## src/rtl/dmem_arbiter.sv

```systemverilog
// dmem_arbiter: two-port (core = port 0, DMA = port 1) round-robin arbiter in
// front of a single-ported 32-bit data memory. One transaction is in flight at
// a time: accept (IDLE) -> memory access (ACCESS) -> response (RESP).
// Loads are aligned and sign/zero-extended on the way back; stores get
// byte-enables and lane replication.
// Optional feature macro: DMEM_ARB_MISALIGN_TRAP_EN -- when defined, misaligned
// halfword/word accesses are refused with err=1 instead of being truncated to
// the naturally aligned offset.
module dmem_arbiter #(
  parameter int DM_ADDRESS = 9,
  parameter int DATA_W     = 32
) (
  input  logic                  clk,
  input  logic                  reset,
  // port 0 (core)
  input  logic                  p0_req,
  input  logic                  p0_we,
  input  logic [2:0]            p0_funct3,
  input  logic [DM_ADDRESS-1:0] p0_addr,
  input  logic [DATA_W-1:0]     p0_wdata,
  output logic                  p0_ready,
  output logic                  p0_rvalid,
  output logic [DATA_W-1:0]     p0_rdata,
  output logic                  p0_err,
  // port 1 (DMA)
  input  logic                  p1_req,
  input  logic                  p1_we,
  input  logic [2:0]            p1_funct3,
  input  logic [DM_ADDRESS-1:0] p1_addr,
  input  logic [DATA_W-1:0]     p1_wdata,
  output logic                  p1_ready,
  output logic                  p1_rvalid,
  output logic [DATA_W-1:0]     p1_rdata,
  output logic                  p1_err,
  // memory side
  output logic [DM_ADDRESS-3:0] mem_addr,
  output logic                  mem_re,
  output logic                  mem_we,
  output logic [3:0]            mem_be,
  output logic [DATA_W-1:0]     mem_wdata,
  input  logic [DATA_W-1:0]     mem_rdata
);

  typedef enum logic [1:0] {
    ST_IDLE   = 2'd0,
    ST_ACCESS = 2'd1,
    ST_RESP   = 2'd2
  } state_t;

  state_t                state_q, state_d;
  logic                  last_q;      // port granted most recently
  logic                  owner_q;     // port owning the transaction in flight
  logic                  we_q;
  logic                  err_q;       // transaction refused: no memory access
  logic [2:0]            funct3_q;
  logic [DM_ADDRESS-1:0] addr_q;
  logic [DATA_W-1:0]     wdata_q;

  logic                  grant;
  logic                  accept;
  logic                  sel_we;
  logic                  sel_err;
  logic [2:0]            sel_funct3;
  logic [DM_ADDRESS-1:0] sel_addr;
  logic [DATA_W-1:0]     sel_wdata;

  logic                  in_access;
  logic                  in_resp;
  logic                  mem_op;
  logic                  wr_op;
  logic [1:0]            offset;
  logic [3:0]            store_be;
  logic [DATA_W-1:0]     store_data;
  logic [DATA_W-1:0]     shifted;
  logic [DATA_W-1:0]     load_data;
  logic [DATA_W-1:0]     resp_data;

  // Round-robin pick, request attribute mux and the combinational ready strobes.
  always_comb begin
    // NOTE: every always_comb output gets a default first so no path leaves it
    // unassigned; otherwise synthesis infers a latch.
    grant = 1'b0;
    if (p0_req && p1_req) begin
      grant = ~last_q;
    end else if (p1_req) begin
      grant = 1'b1;
    end
    sel_we     = grant ? p1_we     : p0_we;
    sel_funct3 = grant ? p1_funct3 : p0_funct3;
    sel_addr   = grant ? p1_addr   : p0_addr;
    sel_wdata  = grant ? p1_wdata  : p0_wdata;
    p0_ready   = (state_q == ST_IDLE) && !reset && !grant;
    p1_ready   = (state_q == ST_IDLE) && !reset &&  grant;
    accept     = (state_q == ST_IDLE) && !reset && (grant ? p1_req : p0_req);
  end

  // Decide at accept time whether the request is refused (unsupported funct3,
  // and optionally misalignment).
  always_comb begin
    sel_err = 1'b0;
    if (sel_we) begin
      sel_err = !(sel_funct3 inside {3'b000, 3'b001, 3'b010});
    end else begin
      sel_err = sel_funct3 inside {3'b011, 3'b110, 3'b111};
    end
`ifdef DMEM_ARB_MISALIGN_TRAP_EN
    if ((sel_funct3[1:0] == 2'b01 && sel_addr[0]) ||
        (sel_funct3[1:0] == 2'b10 && sel_addr[1:0] != 2'b00)) begin
      sel_err = 1'b1;
    end
`endif
  end

  // Next-state logic: fixed three-cycle walk once a request is accepted.
  always_comb begin
    state_d = state_q;
    case (state_q)
      ST_IDLE:   if (accept) state_d = ST_ACCESS;
      ST_ACCESS: state_d = ST_RESP;
      ST_RESP:   state_d = ST_IDLE;
      default:   state_d = ST_IDLE;
    endcase
  end

  // State register and round-robin pointer; reset favours port 0 next.
  always_ff @(posedge clk) begin
    // NOTE: sequential state uses non-blocking assignments so every flop
    // samples the pre-edge value regardless of statement order.
    if (reset) begin
      state_q <= ST_IDLE;
      last_q  <= 1'b1;
    end else begin
      state_q <= state_d;
      if (accept) last_q <= grant;
    end
  end

  // Capture the accepted request.
  always_ff @(posedge clk) begin
    // NOTE: these datapath registers are deliberately not reset; they are
    // only observed in ACCESS/RESP, which are always entered via a fresh accept.
    if (accept) begin
      owner_q  <= grant;
      we_q     <= sel_we;
      err_q    <= sel_err;
      funct3_q <= sel_funct3;
      addr_q   <= sel_addr;
      wdata_q  <= sel_wdata;
    end
  end

  // Lane offset, store lane steering and load alignment/extension.
  always_comb begin
    offset     = 2'b00;
    store_be   = 4'b1111;
    store_data = wdata_q;
    case (funct3_q[1:0])
      2'b00: begin
        offset     = addr_q[1:0];
        store_be   = 4'b0001 << addr_q[1:0];
        store_data = {4{wdata_q[7:0]}};
      end
      2'b01: begin
        offset     = {addr_q[1], 1'b0};
        store_be   = 4'b0011 << {addr_q[1], 1'b0};
        store_data = {2{wdata_q[15:0]}};
      end
      default: begin
        offset     = 2'b00;
        store_be   = 4'b1111;
        store_data = wdata_q;
      end
    endcase

    shifted = mem_rdata >> {offset, 3'b000};
    case (funct3_q)
      3'b000:  load_data = {{(DATA_W-8){shifted[7]}}, shifted[7:0]};
      3'b001:  load_data = {{(DATA_W-16){shifted[15]}}, shifted[15:0]};
      3'b010:  load_data = shifted;
      3'b100:  load_data = {{(DATA_W-8){1'b0}}, shifted[7:0]};
      3'b101:  load_data = {{(DATA_W-16){1'b0}}, shifted[15:0]};
      default: load_data = '0;
    endcase
    resp_data = (err_q || we_q) ? '0 : load_data;
  end

  // Output drive; reset zeroes everything combinationally in the sampling cycle,
  // which also suppresses a store caught in ACCESS.
  always_comb begin
    in_access = (state_q == ST_ACCESS) && !reset;
    in_resp   = (state_q == ST_RESP)   && !reset;
    mem_op    = in_access && !err_q;
    wr_op     = mem_op && we_q;
    mem_addr  = in_access ? addr_q[DM_ADDRESS-1:2] : '0;
    mem_re    = mem_op && !we_q;
    mem_we    = wr_op;
    mem_be    = wr_op ? store_be   : 4'b0000;
    mem_wdata = wr_op ? store_data : '0;
    p0_rvalid = in_resp && !owner_q;
    p1_rvalid = in_resp &&  owner_q;
    p0_err    = p0_rvalid && err_q;
    p1_err    = p1_rvalid && err_q;
    p0_rdata  = p0_rvalid ? resp_data : '0;
    p1_rdata  = p1_rvalid ? resp_data : '0;
  end

endmodule

```

## config.mk

```make
export PLATFORM = sky130hd
export DESIGN_NAME = dmem_arbiter
export DESIGN_NICKNAME = d
export VERILOG_FILES = /design/src/rtl/dmem_arbiter.sv
export SDC_FILE = /design/constraint.sdc
export NUM_CORES = 1
export LEC_CHECK = 0
export ABC_CLOCK_PERIOD_IN_PS = 7680
export CORE_AREA = 10 10 91 133
export DETAILED_ROUTE_END_ITERATION = 10
export DIE_AREA = 0 0 101 143
export PLACE_DENSITY = 0.85
export SLEW_MARGIN = 20
export SYNTH_ARGS = -nofsm -noshare
export SYNTH_HDL_FRONTEND = slang
export SYNTH_SLANG_ARGS = --single-unit
```

## constraint.sdc

```tcl
create_clock -name clk -period 7.68 [get_ports clk]
set_input_delay 1.92 -clock clk [delete_from_list [all_inputs] [get_ports clk]]
set_output_delay 1.92 -clock clk [all_outputs]
set_load 0.01 [all_outputs]
```

# ---- After elaboration in Yosys (flattened, before gate mapping)
# Index checks and enable logic that the tools add are counted.
dict set report op_classes {
  n_reduce_logical 27
  mux 20
  n_addsub 0
  mul 0
  n_eq_ne 13
  shift 3
  n_div 0
  n_bitwise 1
  n_lt_le_gt_ge 0
}
# op n
set op_table {}
lappend op_table {{$mux 32} 5}
lappend op_table {{$pmux 32 s5} 1}
lappend op_table {{$pmux 32 s2} 1}
lappend op_table {{$shr 32x5->32} 1}
lappend op_table {{$logic_and 1x1->1} 14}
lappend op_table {{$eq 3x3->1 const B} 4}
lappend op_table {{$eq 3x2->1 const B} 3}
lappend op_table {{$mux 9} 1}
lappend op_table {{$pmux 2 s2} 2}
lappend op_table {{$pmux 4 s2} 1}
lappend op_table {{$mux 7} 1}
lappend op_table {{$eq 3x1->1 const B} 2}
lappend op_table {{$logic_not 1->1} 6}
lappend op_table {{$logic_not 3->1} 2}
lappend op_table {{$reduce_bool 3->1} 2}
lappend op_table {{$mux 1} 5}
lappend op_table {{$eq 2x1->1 const B} 2}
lappend op_table {{$logic_not 2->1} 2}
lappend op_table {{$mux 4} 1}
lappend op_table {{$shl 1x2->4 const A} 1}
lappend op_table {{$shl 2x2->4 const A} 1}
lappend op_table {{$mux 3} 1}
lappend op_table {{$eq 2x2->1 const B} 1}
lappend op_table {{$mux 2} 1}
lappend op_table {{3 further kinds} 3}
dict set report totals {
  rom_bits 0
  register_bits 50
  wordCells 72
  ram_bits 0
  in_bits 126
  mem_count 0
  latchBits 0
}

# ---- Logic depth before layout (Yosys ltp)
# Gate-level depths: netlist (run 1).
dict set report logic_depth {
  word_depth 7
  depth_mapped 8
  mapped_depth_nobuf 5
}

# ---- Least setup slack after synthesis (run 1)
# OpenSTA, ideal clock, no wires.
dict set report synth_timing {
  path_kind {input-to-output}
  startpoint {input port reset}
  endpoint {output port p0_rdata[13]}
  t_required_ps 5760
  setup_slack_ps 2686
  cell_stages 4
  arrival_time_ps 3074
  path_cell_list {nor4b_2 nand2_1 clkbuf_1 o21ai_0}
}
dict set report synth_between {
  elab_chain_cells 4
}
# element line_no
set synth_lines {}
lappend synth_lines {{start: declaration} 14} ;# input logic reset,
lappend synth_lines {{$logic_not 1->1} 191} ;# in_resp = (state_q == ST_RESP) && !reset;
lappend synth_lines {{$logic_and 1x1->1} 191}
lappend synth_lines {{$logic_and 1x1->1} 199} ;# p0_rvalid = in_resp && !owner_q;
lappend synth_lines {{$mux 32} 203} ;# p0_rdata = p0_rvalid ? resp_data : '0;
lappend synth_lines {{end: declaration} 23} ;# output logic [DATA_W-1:0] p0_rdata,
# No other way between the ends.

# ---- Final worst setup path (run 1)
dict set report layout_timing {
  startpoint {input port reset}
  endpoint {output port p0_rdata[10]}
}
# Same word-level chain as after synthesis.

==> results of run 1 <==
==> worst max-delay path by stage <==
stage | depth (start not counted) | slack (ps) | end | start
floorplan | 4 | 2690 | p0_rdata[13] | reset
global placement | 8 | 1490 | mem_be[1] | reset
detailed placement | 5 | 1290 | p0_rdata[10] | reset
CTS | 5 | 1290 | p0_rdata[10] | reset
global route | 5 | 1010 | p0_rdata[15] | reset
finish | 5 | 1250 | p0_rdata[10] | reset
==> state kept, by name (all words and copies together), names as in the netlist <==
register,flops
funct3_q,3
err_q,1
addr_q,9
owner_q,1
wdata_q,32
last_q,1
state_q,2
we_q,1
==> worst max-delay path, stage by stage <==
cell	delay, ps
clkdlybuf4s50_1	510
nor4b_2	480
nand2_1	580
o21ai_0	400
clkdlybuf4s50_1	610
==> power breakdown <==
group | total (mW) | switching (mW) | internal (mW)
Combinational | 0.202 | 0.0844 | 0.118
Sequential | 0.339 | 0.0141 | 0.325
Clock | 0.247 | 0.0948 | 0.152
Total | 0.788 | 0.193 | 0.595
==> layout by cell type, fill, tap and decap left out, types with 2 or more instances in the layout <==
master and count:
clkdlybuf4s50_1 240, nand2_1 49, edfxtp_1 47, mux2_2 45, a31oi_1 33, nor2_1 32, and2_1 28, mux2i_1 24
a21oi_1 17, o21ai_0 14, nor2b_1 11, o2bb2ai_1 8, mux4_2 7, buf_4 7, clkbuf_16 5, dfxtp_1 3
nor2b_2 2, and3_1 2, inv_1 2, nor3b_2 2, o21ai_1 2, nand2b_1 2, or2_2 2, nor3_1 2
clkinv_2 2
==> cell type report <==
cell class	instances	share of cell area, %
inverters	3	0.176
repair buffers	247	38.3
well taps	115	2.25
flip-flops and latches	50	23.0
clock inverters	3	0.625
multi-input cells	300	33.7
clock buffers	5	1.95
==> per-layer routing <==
| layer | vias up | wire [µm] | global-route usage, % |
|---|---|---|---|
| li1 | 1864 | - | - |
| met1 | 1841 | 5100 | 19.3 |
| met2 | 225 | 8040 | 36.6 |
| met3 | 33 | 1770 | 7.34 |
| met4 | 0 | 580 | 9.86 |
| met5 | - | 0 | 0 |
==> kinds of logic (layout without fill, tap and decap cells) <==
| kind of cell | after synthesis | count (layout) | synth area share, % |
|---|---|---|---|
| flops | 50 | 50 | 38.8 |
| compound gates | 82 | 82 | 13.5 |
| simple gates | 141 | 141 | 18.5 |
| buf+inv | 38 | 258 | 4.91 |
| mux | 77 | 77 | 24.2 |
==> stage by stage <==
| stage | cells | hold slack [ps] | instance area, µm² | util [%] |
|---|---|---|---|---|
| floorplan | 388 | 496 | 3790 | - |
| global placement | 715 | 555 | 6240 | 64.8 |
| detailed placement | 715 | 574 | 6240 | 64.8 |
| CTS | 723 | 583 | 6410 | 66.5 |
| global route | 723 | 634 | 6410 | 66.5 |
| finish | 723 | 577 | 6410 | 66.5 |
==> summary.txt, run 1 <==
Logic synthesis
  • Cell Area, Synth: 3790 µm²
  • Syn avg cell area: 9.78 µm²
  • Post-synth top area share: 37.2%
  • Netlist cell types: 43
  • Syn Nets: 514
  • Top post-synthesis cells by count: 49 x nand2_1, 47 x edfxtp_1, 45 x mux2_2, 33 x a31oi_1, 33 x nor2_1
  • Number of synthesis warnings: 0
  • Post-synth EDFFs: 47
  • Most used flip-flop cell after synthesis: edfxtp_1
  • Most common cell in the netlist: nand2_1
  • Async SR Flop Fraction: 0%
  • Top post-synthesis cells by area: edfxtp_1 37%, mux2_2 13%, mux2i_1 6.3%, a31oi_1 5.4%, nand2_1 4.8%
  • Sequential share of the synthesized area: 38.8%
  • Mapped Cells: 388
  • #FFs+latches synth: 50
  • Synth area leader: edfxtp_1

CTS
  • Post-CTS Setup Bufs: 0
  • Longest Clk Path Bufs: 2
  • Inserted Clock Buffers: 5
  • Root Buffer: clkbuf_16
  • H-tree levels: 2
  • Clock latency on the worst-skew pair: 290 ps
  • Cts hold-fix bufs: 0
  • Post-CTS resize count: 0
  • Num Clock Sinks: 50
  • Clock Pin Slew Worst Setup and Hold Paths: 60 ps
  • CTS tree: done

STA
  • Period Utilization, post-route: 83.7%
  • RSZ-0062 raised after global routing: false
  • Clock Skews: 4.52 ps
  • Final setup fails: 0
  • Worst rel slew slack: 30.5%
  • Pins Over Slew Limit: 0
  • Fin. Hold Viols: 0
  • Setup TNS: 0 ps
  • Fmax: 156 MHz
  • Final setup margin: 1250 ps
  • Slew @ Worst Pin: 1040 ps
  • Minimum clock period: 6430 ps

GRT
  • Largest net degree at the start of global routing: 49
  • Global-route usage over all layers: 20.1%
  • Number of global-route vias before repair: 4152
  • Grt total ovfl: 0
  • Global-route wire length before repair: 22900 µm
  • Initial antenna violation count: 0

Cells and area
  • Antenna cells: 0
  • Share of layout cells above drive strength 1: 13.2%
  • Area occupied by multi-input gates: 2160 µm²
  • Nets@finish: 733
  • Sequential cell area: 1470 µm²
  • Layout fillers: 768
  • Area Growth Syn to Fin: 68.9%

Floorplan
  • Die Span X: 101 µm
  • Die extent in y: 143 µm
  • Num rows: 44
  • Die area: 14400 µm²
  • Initial Util: 39.4%
  • Core box area: 9630 µm²
  • Io pins: 241

Status
  • Status: complete, no violations

Placed design
  • PortBufs: 240
  • Dpl ws: 1290 ps
  • Final GP Congestion: 0.967
  • HPWL Detailed: 12900 µm

Worst hold path
  • HP Class: flip-flop to flip-flop
  • Hold_sp: state_q[1]$_SDFFE_PP0P_
  • Worst Hold Endpoint: state_q[1]$_SDFFE_PP0P_
  • Hold depth: 1

Job
  • Max_cap viols: 0

Drt
  • Routed wire length: 15500 µm
  • Avg Vias per Cell: 5.48
  • DRC Markers: 0
  • Drt pass-1 iters: 5
  • DR iter-0 viols: 147
  • Routed vias: 3963
  • Wire per inst: 21.4 µm
  • Post-DRT Antenna Nets: 0

Worst setup path
  • Type of origin of the critical path: input pin
  • Worst-path fanout max: 24
  • Register-to-Register Path Depth: 5
  • Worst path arrival time: 4510 ps
  • WS Path Type: input pin to primary output
  • Worst R2R End: err_q$_DFFE_PP_
  • Reg2Reg Launch Point: last_q$_SDFFE_PP1P_
  • Req. time, crit path: 5760 ps
  • Worst Setup End Kind: primary output
  • R2R Setup Slk: 5720 ps

Pwr
  • Power Density: 123 nW/µm²
  • Tot Pwr: 788 µW
  • Max VDD drop: 137 µV
  • Leakage: 2.21 nW
No activity file was read; power rests on OpenSTA's default activity.
==> inputs of run 2 (changes only) <==
Settings changed: ABC_CLOCK_PERIOD_IN_PS 7680 to 6400, CORE_AREA 10 10 91 133 to 10 10 94 138, DIE_AREA 0 0 101 143 to 0 0 104 148, PLACE_DENSITY 0.85 to 0.8.
Clock period 7.68 ns to 6.4 ns, I/O delays scaled along.
==> summary.txt, run 2 (synthesis gave the netlist of run 1 again) <==
Status
  • Status: complete, no violations

Cells and area
  • Layout fillers: 931 (+21%)
  • Largest Register: wdata_q
  • Area occupied by multi-input gates: 2160 µm² (unchanged)
  • Share of layout cells above drive strength 1: 13.0% (-0.14 points)
  • Nets@finish: 733 (unchanged)
  • Commonest non-fill, non-tap cells in the layout: 240 x clkdlybuf4s50_1, 49 x nand2_1, 47 x edfxtp_1, 45 x mux2_2, 33 x a31oi_1
  • Area Growth Syn to Fin: 69.1% (about the same)
  • Regs by FF count: wdata_q x32, addr_q x9, funct3_q x3
  • Fin util: 61.2% (-5.3 points)
  • Max FFs per register: 32 (unchanged)
  • Sequential cell area: 1470 µm² (unchanged)
  • Cell area after layout: 6410 µm² (about the same)
  • Most common cell after layout, fill and taps aside: clkdlybuf4s50_1
  • Antenna cells: 0 (unchanged)

Pwr
  • Leakage: 2.20 nW (-0.64%)
  • Power Density: 140 nW/µm² (+14%)
  • Max VDD drop: 150 µV (+9.8%)

Drt
  • Routed vias: 3952 (-0.28%)
  • Avg Vias per Cell: 5.26 (-4.0%)
  • Top routing layer in use: met4
  • Wire per inst: 20.7 µm (-3.2%)
  • DR iter-0 viols: 189 (+29%)
  • DRC Markers: 0 (unchanged)
  • Routed wire length: 15600 µm (+0.52%)
  • M1 WL: 5220 µm (+2.3%)
  • Routed wl met2: 8300 µm (+3.2%)
  • Drt pass-1 iters: 4 (-1)
  • DR WL met3: 1540 µm (-13%)
  • Post-DRT Antenna Nets: 0 (unchanged)

CTS
  • Clock Pin Slew Worst Setup and Hold Paths: 60 ps (about the same)
  • Root Buffer: clkbuf_16
  • H-tree levels: 2 (unchanged)
  • CTS tree: done
  • Cts hold-fix bufs: 0 (unchanged)
  • Num Clock Sinks: 50 (unchanged)
  • Post-CTS resize count: 0 (unchanged)
  • Longest Clk Path Bufs: 2 (unchanged)
  • Inserted Clock Buffers: 5 (unchanged)
  • Clock latency on the worst-skew pair: 280 ps (about the same)
  • Post-CTS Setup Bufs: 0 (unchanged)

Worst setup path
  • Crit path from: reset
  • R2R Setup Slk: 4450 ps (-1270 ps)
  • Worst R2R End: err_q$_DFFE_PP_
  • Reg2Reg Launch Point: last_q$_SDFFE_PP1P_
  • Crit path to: p0_rdata[15]
  • CP max stage delay: 600 ps (about the same)
  • CP bufs+invs: 2 (unchanged)
  • Worst Setup End Kind: primary output
  • Most frequent CP cell: clkdlybuf4s50_1
  • CP Cell Sequence: clkdlybuf4s50_1 -> nor4b_2 -> nand2_1 -> o21ai_0 -> clkdlybuf4s50_1
  • Crit-path slowest cell: clkdlybuf4s50_1
  • Crit path max-delay family: buffers and inverters
  • Worst path arrival time: 4110 ps (-400 ps)
  • Logic depth of the worst path, buffers included: 5 (unchanged)
  • Req. time, crit path: 4800 ps (-960 ps)
  • Type of origin of the critical path: input pin
  • Worst-path fanout max: 24 (unchanged)
  • WS Path Type: input pin to primary output
  • Register-to-Register Path Depth: 5 (unchanged)

Placed design
  • DP Area: 6280 µm² (+0.58%)
  • HPWL Detailed: 13100 µm (+1.9%)
  • Final GP Congestion: 0.940 (-2.8%)
  • PortBufs: 240 (unchanged)

Worst hold path
  • Hold depth: 1 (unchanged)
  • HP Class: flip-flop to flip-flop

STA
  • Minimum clock period: 5710 ps
  • Slew @ Worst Pin: 996 ps (-43.9 ps)
  • Period Utilization, post-route: 89.3%
  • Fin. Hold Viols: 0 (unchanged)
  • Clock Skews: 3.56 ps (-0.965 ps)
  • Worst rel slew slack: 33.4% (+2.9 points)
  • RSZ-0062 raised after global routing: false
  • Fmax: 175 MHz
  • Final setup fails: 0 (unchanged)
  • Pins Over Slew Limit: 0 (unchanged)
  • Setup TNS: 0 ps (unchanged)

GRT
  • Global-route wire length before repair: 23500 µm (+2.5%)
  • Global-route usage over all layers: 19.1% (-0.97 points)
  • Largest net degree at the start of global routing: 49 (unchanged)
  • Number of global-route vias before repair: 4139 (-0.31%)
  • Grt total ovfl: 0 (unchanged)
  • Initial antenna violation count: 0 (unchanged)

Floorplan
  • Core box area: 10500 µm² (+8.7%)
  • Initial Util: 36.2% (-3.2 points)
  • Num rows: 46 (+4.5%)
  • Die area: 15400 µm² (+6.6%)
  • Io pins: 241 (unchanged)
  • Die extent in y: 148 µm (+3.5%)
  • Die Span X: 104 µm (+3.0%)

Job
  • Max_cap viols: 0 (unchanged)
[run 2: changes by cell type in the layout (fill, tap and decap cells not counted)]
cell,delta
bufinv_16,-1
[run 2: final cells by class]
type | count | share of cell area [%]
repair buffers | 247 | 38.3
flip-flops and latches | 50 | 22.9
inverters | 3 | 0.176
multi-input cells | 300 | 33.7
clock inverters | 2 | 0.156
well taps | 144 | 2.81
clock buffers | 5 | 1.95
[run 2: per-stage QoR]
stage	setup slack (ps)	power [mW]	instances	hold slack [ps]
after detailed placement	682	0.659	744	558
after global routing	536	0.940	751	620
after floorplan	2000	0.531	388	496
after global placement	841	0.651	744	549
final	688	0.898	751	567
after CTS	689	0.907	751	575
[run 2: how the worst min path moves through the flow]
stage	start	endpoint	slack (ps)
floorplan	state_q[1]$_SDFFE_PP0P_	state_q[1]$_SDFFE_PP0P_	500
detailed placement	state_q[1]$_SDFFE_PP0P_	state_q[1]$_SDFFE_PP0P_	560
global route	state_q[1]$_SDFFE_PP0P_	state_q[1]$_SDFFE_PP0P_	620
global placement	state_q[1]$_SDFFE_PP0P_	state_q[1]$_SDFFE_PP0P_	550
CTS	state_q[1]$_SDFFE_PP0P_	state_q[1]$_SDFFE_PP0P_	570
finish	state_q[1]$_SDFFE_PP0P_	state_q[1]$_SDFFE_PP0P_	570
[run 2: power by group]
part | switching [mW] | internal [mW]
Sequential | 0.0180 | 0.390
Clock | 0.105 | 0.141
Combinational | 0.102 | 0.141
Total | 0.225 | 0.673
[run 2: per-layer routing]
layer  up-vias  global-route usage [%]
met2       229                    36.0
li1       1859                       -
met5         -                       0
met3        30                    6.83
met1      1834                    18.0
met4         0                    8.80
